--- config.mk ---
export PLATFORM = sky130hd
export DESIGN_NAME = mips_muldiv_unit
export DESIGN_NICKNAME = d
export VERILOG_FILES = /design/src/rtl/mips_muldiv_pkg.sv /design/src/rtl/mips_muldiv_unit_div_step.sv /design/src/rtl/mips_muldiv_unit.sv
export SDC_FILE = /design/constraint.sdc
export NUM_CORES = 1
export LEC_CHECK = 0
export CAP_MARGIN = 25
export CORE_MARGIN = 4
export CORE_UTILIZATION = 45
export DETAILED_ROUTE_END_ITERATION = 16
export GPL_TIMING_DRIVEN = 0
export PLACE_DENSITY = 0.67
export REMOVE_ABC_BUFFERS = 1
export SLEW_MARGIN = 25
export SYNTH_ARGS = -nofsm -noshare
export SYNTH_HDL_FRONTEND = slang
export SYNTH_SLANG_ARGS = --single-unit
--- constraint.sdc ---
create_clock -name i_clk -period 3.8 [get_ports i_clk]
set_input_delay 0.38 -clock i_clk [delete_from_list [all_inputs] [get_ports i_clk]]
set_output_delay 0.38 -clock i_clk [all_outputs]
set_load 0.03 [all_outputs]
--- src/rtl/mips_muldiv_pkg.sv ---
// Shared encodings for the MIPS HI/LO multiply/divide unit.
package mips_muldiv_pkg;

    localparam int DEFAULT_DATA_WIDTH = 32;

    typedef enum logic [2:0] {
        MD_NONE  = 3'b000,
        MD_MULT  = 3'b001,
        MD_MULTU = 3'b010,
        MD_DIV   = 3'b011,
        MD_DIVU  = 3'b100,
        MD_MTHI  = 3'b101,
        MD_MTLO  = 3'b110
    } md_op_e;

    typedef enum logic [1:0] {
        IDLE   = 2'd0,
        CALC   = 2'd1,
        FINISH = 2'd2
    } md_state_e;

endpackage

--- src/rtl/mips_muldiv_unit_div_step.sv ---
// One restoring-divide iteration: shift in a dividend bit, trial subtract,
// keep the difference when it does not borrow.
module mips_div_step #(
    parameter int W = 32
) (
    input  logic [W-1:0] rem,
    input  logic [W-1:0] quo,
    input  logic [W-1:0] divisor,
    output logic [W-1:0] rem_next,
    output logic [W-1:0] quo_next
);
    logic [W:0] shifted;
    logic [W:0] diff;

    always_comb begin
        shifted  = {rem, quo[W-1]};
        diff     = shifted - {1'b0, divisor};
        quo_next = {quo[W-2:0], ~diff[W]};
        rem_next = diff[W] ? shifted[W-1:0] : diff[W-1:0];
    end

endmodule

--- src/rtl/mips_muldiv_unit.sv ---
// Iterative MIPS multiply/divide unit owning HI/LO and the EX stall request.
// Define MIPS_MULDIV_DIV_EN to build the DIV/DIVU restoring divider.
module mips_muldiv_unit
    import mips_muldiv_pkg::*;
#(
    parameter int DATA_WIDTH = DEFAULT_DATA_WIDTH,
    parameter int CNT_WIDTH  = 6
) (
    input  logic                  i_clk,
    input  logic                  i_rst,
    input  logic [2:0]            i_MDOpE,
    input  logic [DATA_WIDTH-1:0] i_SrcAE,
    input  logic [DATA_WIDTH-1:0] i_SrcBE,
    input  logic                  i_MDUseD,
    output logic                  o_StallReqD,
    output logic                  o_BusyE,
    output logic                  o_DoneE,
    output logic [DATA_WIDTH-1:0] o_HI,
    output logic [DATA_WIDTH-1:0] o_LO
);
    localparam int W = DATA_WIDTH;
    localparam logic [CNT_WIDTH-1:0] LAST = CNT_WIDTH'(W - 1);

    md_state_e            state;
    logic [CNT_WIDTH-1:0] count;
    logic [2*W-1:0]       acc;
    logic [W-1:0]         operand;
    logic                 neg_lo;

    logic                 mul_op;
    logic                 div_op;
    logic                 start;
    logic                 signed_op;
    logic                 sign_a;
    logic                 sign_b;
    logic [W-1:0]         mag_a;
    logic [W-1:0]         mag_b;
    logic [W:0]           add_sum;
    logic [2*W-1:0]       step_acc;
    logic [2*W-1:0]       prod;
    logic [W-1:0]         res_hi;
    logic [W-1:0]         res_lo;

    assign mul_op = (i_MDOpE == MD_MULT) || (i_MDOpE == MD_MULTU);
`ifdef MIPS_MULDIV_DIV_EN
    assign div_op = (i_MDOpE == MD_DIV) || (i_MDOpE == MD_DIVU);
`else
    assign div_op = 1'b0;
`endif
    assign start     = mul_op || div_op;
    assign signed_op = (i_MDOpE == MD_MULT) || (i_MDOpE == MD_DIV);
    assign sign_a    = signed_op & i_SrcAE[W-1];
    assign sign_b    = signed_op & i_SrcBE[W-1];
    assign mag_a     = sign_a ? -i_SrcAE : i_SrcAE;
    assign mag_b     = sign_b ? -i_SrcBE : i_SrcBE;

    assign o_StallReqD = i_MDUseD && ((state != IDLE) || start);

`ifdef MIPS_MULDIV_DIV_EN
    logic         div_mode;
    logic         neg_hi;
    logic [W-1:0] rem_next;
    logic [W-1:0] quo_next;

    mips_div_step #(.W(W)) u_div_step (
        .rem      (acc[2*W-1:W]),
        .quo      (acc[W-1:0]),
        .divisor  (operand),
        .rem_next (rem_next),
        .quo_next (quo_next)
    );
`endif

    // Multiply keeps the multiplier in acc's low half and shifts it out
    // as the partial product moves in from the top.
    always_comb begin
        add_sum  = {1'b0, acc[2*W-1:W]}
                 + (acc[0] ? {1'b0, operand} : {(W+1){1'b0}});
        step_acc = {add_sum, acc[W-1:1]};
        prod     = neg_lo ? -acc : acc;
        res_hi   = prod[2*W-1:W];
        res_lo   = prod[W-1:0];
`ifdef MIPS_MULDIV_DIV_EN
        if (div_mode) begin
            step_acc = {rem_next, quo_next};
            res_lo   = neg_lo ? -acc[W-1:0] : acc[W-1:0];
            res_hi   = neg_hi ? -acc[2*W-1:W] : acc[2*W-1:W];
        end
`endif
    end

    always_ff @(posedge i_clk) begin
        if (i_rst) begin
            state   <= IDLE;
            count   <= '0;
            acc     <= '0;
            operand <= '0;
            neg_lo  <= 1'b0;
            o_HI    <= '0;
            o_LO    <= '0;
            o_BusyE <= 1'b0;
            o_DoneE <= 1'b0;
`ifdef MIPS_MULDIV_DIV_EN
            div_mode <= 1'b0;
            neg_hi   <= 1'b0;
`endif
        end else begin
            o_DoneE <= 1'b0;
            unique case (state)
                IDLE: begin
                    if (start) begin
                        state   <= CALC;
                        o_BusyE <= 1'b1;
                        count   <= '0;
                        acc     <= {{W{1'b0}}, div_op ? mag_a : mag_b};
                        operand <= div_op ? mag_b : mag_a;
                        // A zero divisor must leave an all-ones quotient.
                        neg_lo  <= (sign_a ^ sign_b)
                                 & (~div_op | (|i_SrcBE));
`ifdef MIPS_MULDIV_DIV_EN
                        div_mode <= div_op;
                        neg_hi   <= sign_a;
`endif
                    end else if (i_MDOpE == MD_MTHI) begin
                        o_HI <= i_SrcAE;
                    end else if (i_MDOpE == MD_MTLO) begin
                        o_LO <= i_SrcAE;
                    end
                end
                CALC: begin
                    acc   <= step_acc;
                    count <= count + 1'b1;
                    if (count == LAST) state <= FINISH;
                end
                FINISH: begin
                    o_HI    <= res_hi;
                    o_LO    <= res_lo;
                    o_DoneE <= 1'b1;
                    o_BusyE <= 1'b0;
                    state   <= IDLE;
                end
                default: state <= IDLE;
            endcase
        end
    end

endmodule

==> results.yml <==
outcome:
  status: "finished, final reports clean"
setup_path:
  cp_max_fo: 36
  critPathMostFrequentCell: "and3_1"
  start_kind: "flop"
  slowest_delay_ps: 750
  critPathSlowestCell: "dfxtp_2"
  endpoint_kind: "flop"
  crit_type: "flop to flop"
  cp.required_ps: 4130
  reg2reg_slack_ps: 260
  crit_arrival_ps: 3870
  crit_chain: "and2_1 -> ha_1 -> and3_1 -> and3_1 -> a22oi_1 -> nand2_1 -> a311oi_1 -> a21oi_1 -> mux2i_1 -> a221o_1"
final_layout:
  fin_area_sq_um: 13200
  drive_gt1_frac: 0.0598
  multiInputGateArea_sq_um: 7070
  nFillCells: 2245
  diodes: 0
  area.sequential_sq_um: 3430
  layout.nets: 1582
  most-common-layout-cells: "dfxtp_1, nor2_1, clkdlybuf4s50_1, nand2_1, a21oi_1"
  syn2layout_area_growth_pct: 21.5
  layout_commonest_cell: "dfxtp_1"
  layoutNonFillerInstCount: 1807
grt:
  overflow: 0
  grt_pass1_vias: 9910
  grtUsageTotal: 0.241
  antenna_found_initial: 0
  grt_max_degree: 92
  grt_pass1_wl_microns: 51900
clock_tree:
  cts-root-buf: "clkbuf_16"
  numCtsBuffers: 17
  clk_latency_ps: 440
  cts_sinks: 171
  post_cts_buffers: 0
  clk_pin_slew_ps: 80
  htreeDepth: 4
  holdBufCountCts: 0
  ctsResizeCount: 0
  cts_tree: "built"
  clockBufferDepth: 2
die:
  io_pins: 137
  die_h_microns: 163
  rows: 56
  dieWidth_microns: 163
  start_util: 0.459
  core_sq_um: 23600
  design.die.area_sq_um: 26700
synthesis:
  synthFlopType: "dfxtp_1"
  yosys_warnings: 0
  synth_compound_gate_area_share: 0.257
  synth_top_family_by_area: "compound AO/OA/AOI/OAI gates"
  synth_edf_count: 0
  ys_types: 60
  seq_area_frac_synth: 0.316
  synthMuxAreaShare: 0.0316
  ys_ff_latch: 171
  synth_area_per_cell_sq_um: 7.83
  yosys.area_share.simple: 0.201
  syn_area_sq_um: 10800
  synth_fa_ha_area_frac: 0.0434
  synth_xor_area_frac: 0.113
  async_reset_ff_frac: 0
  syn_inst: 1385
timing:
  holdWs_ps: 285
  finalSetupViolCount: 0
  worst-slew-pin-transition_ps: 974
  max_freq_mhz: 283
  finalCriticalPeriod_ps: 3540
  skew_ps: 11.0
  drv_slew: 0
  hold_viol_final: 0
  setup-tns-final_ps: 0
  rsz0062_at_grt: "no"
  final.period_utilization: 0.931
  slew_headroom: 0.342
drt:
  met2_length_microns: 15300
  met3_length_microns: 1880
  viasPerCell: 5.78
  wl_per_cell_microns: 17.8
  wl_met1_microns: 14200
  via_count: 10445
  drc: 0
  wl_microns: 32100
  top_layer_used: "met4"
  drt_iter0_drc: 706
  ant_nets: 0
  drt_pass1_iterations: 5
pwr:
  p_int_mw: 3.10
  ir_drop_uv: 255
  p_total_mw: 4.55
  clockPowerShare: 0.387
  p_leak_nw: 4.86
  p_sw_mw: 1.45
  comb_power_share: 0.182
  swShare: 0.318
  seq_power_share: 0.431
  power.density_nw_per_um2: 345
placement:
  portBuffers: 136
  gp_congestion: 0.905
  placed_area_sq_um: 12600
  dp_hpwl_microns: 24000
  dp_cells: 1775
min_path:
  hold_path.class: "primary input to flop"
run:
  maxCapViolCount: 0
-- final timing paths --
kind | from | to | cells after the start
max | acc[0] | acc[61] | 10
min | i_rst | o_LO[5] | 2
max reg2reg | acc[0] | acc[61] | 10
min reg2reg | o_LO[2] | o_LO[2] | 2
-- power by group through the flow --
stage	Sequential [mW]	Clock, mW	Combinational [mW]
6_report	1.96	1.76	0.828
5_1_grt	1.97	1.87	0.908
4_1_cts	1.96	1.79	0.825
3_5_place_dp	2.00	0	0.822
3_3_place_gp	2.00	0	0.808
2_1_floorplan	2.02	0	0.433
-- cells in the mapped netlist, drive strengths merged, types with 2 or more instances --
| cell type | number | share of area |
|---|---|---|
| ha | 36 | 0.042 |
| nand3 | 18 | 0.0088 |
| dfxtp | 171 | 0.32 |
| nor4 | 14 | 0.0087 |
| or2 | 8 | 0.0048 |
| o211ai | 10 | 0.0069 |
| or4 | 14 | 0.011 |
| nand4 | 6 | 0.0035 |
| nor2b | 6 | 0.0035 |
| o41ai | 16 | 0.013 |
| nor3 | 20 | 0.0092 |
| a22o | 5 | 0.0040 |
| a221oi | 2 | 0.0016 |
| a22oi | 30 | 0.021 |
| clkbuf | 74 | 0.026 |
| xor2 | 77 | 0.062 |
| nand2 | 132 | 0.046 |
| a211oi | 66 | 0.046 |
| o31a | 2 | 0.0016 |
| o22a | 2 | 0.0016 |
| a21o | 16 | 0.011 |
| xnor2 | 63 | 0.051 |
| buf | 17 | 0.0059 |
| nor3b | 3 | 0.0021 |
| o22ai | 21 | 0.012 |
| mux2i | 32 | 0.030 |
| o21a | 4 | 0.0028 |
| and3 | 9 | 0.0052 |
| a21oi | 117 | 0.054 |
| nand3b | 2 | 0.0014 |
| a31oi | 14 | 0.0081 |
| nand2b | 17 | 0.0098 |
| a311oi | 8 | 0.0065 |
| o211a | 2 | 0.0018 |
| o21ai | 77 | 0.036 |
| inv | 19 | 0.0066 |
| a2111oi | 4 | 0.0032 |
| and2 | 36 | 0.021 |
| o31ai | 30 | 0.022 |
| mux2 | 2 | 0.0021 |
| or3 | 18 | 0.011 |
| nor2 | 155 | 0.054 |
-- sequential cells by signal, indices dropped and copies added, names as in the netlist --
| signal | cells |
|---|---|
| count | 6 |
| o_BusyE | 1 |
| operand | 32 |
| o_HI | 32 |
| o_LO | 32 |
| state | 2 |
| acc | 64 |
| o_DoneE | 1 |
| neg_lo | 1 |
-- per-layer routing --
metal,global-route usage,vias up
met1,0.317,4890
li1,-,5209
met2,0.398,293
met4,0.0782,0
met5,0,-
met3,0.0459,53
-- per-stage QoR --
step / utilization / setup WS [ps]
2_1_floorplan: - / -6420
3_3_place_gp: 0.519 / -15890
3_5_place_dp: 0.532 / 94.7
4_1_cts: 0.558 / 171
5_1_grt: 0.558 / 70.6
6_report: 0.558 / 263
-- worst max-delay path: cells and delay by family, from the launching register on --
family | cells | cell delay [ps]
compound gates | 4 | 1370
flops | 1 | 750
simple gates | 4 | 820
fa+ha+maj | 1 | 290
mux | 1 | 170
-- kinds of logic after synthesis --
logic type	count (synthesis)
fa+ha+maj	37
buf+inv	110
compound gates	432
flops	171
mux	34
simple gates	461
xor+xnor	140
-- layout make-up --
cell class / instances / area share
Multi-Input combinational cell: 1104 / 0.536
Clock buffer: 17 / 0.0323
Clock inverter: 15 / 0.0132
Timing Repair Buffer: 162 / 0.122
Tap cell: 319 / 0.0303
Inverter: 19 / 0.00541
Sequential cell: 171 / 0.260
(Power assumes the default switching activity.)
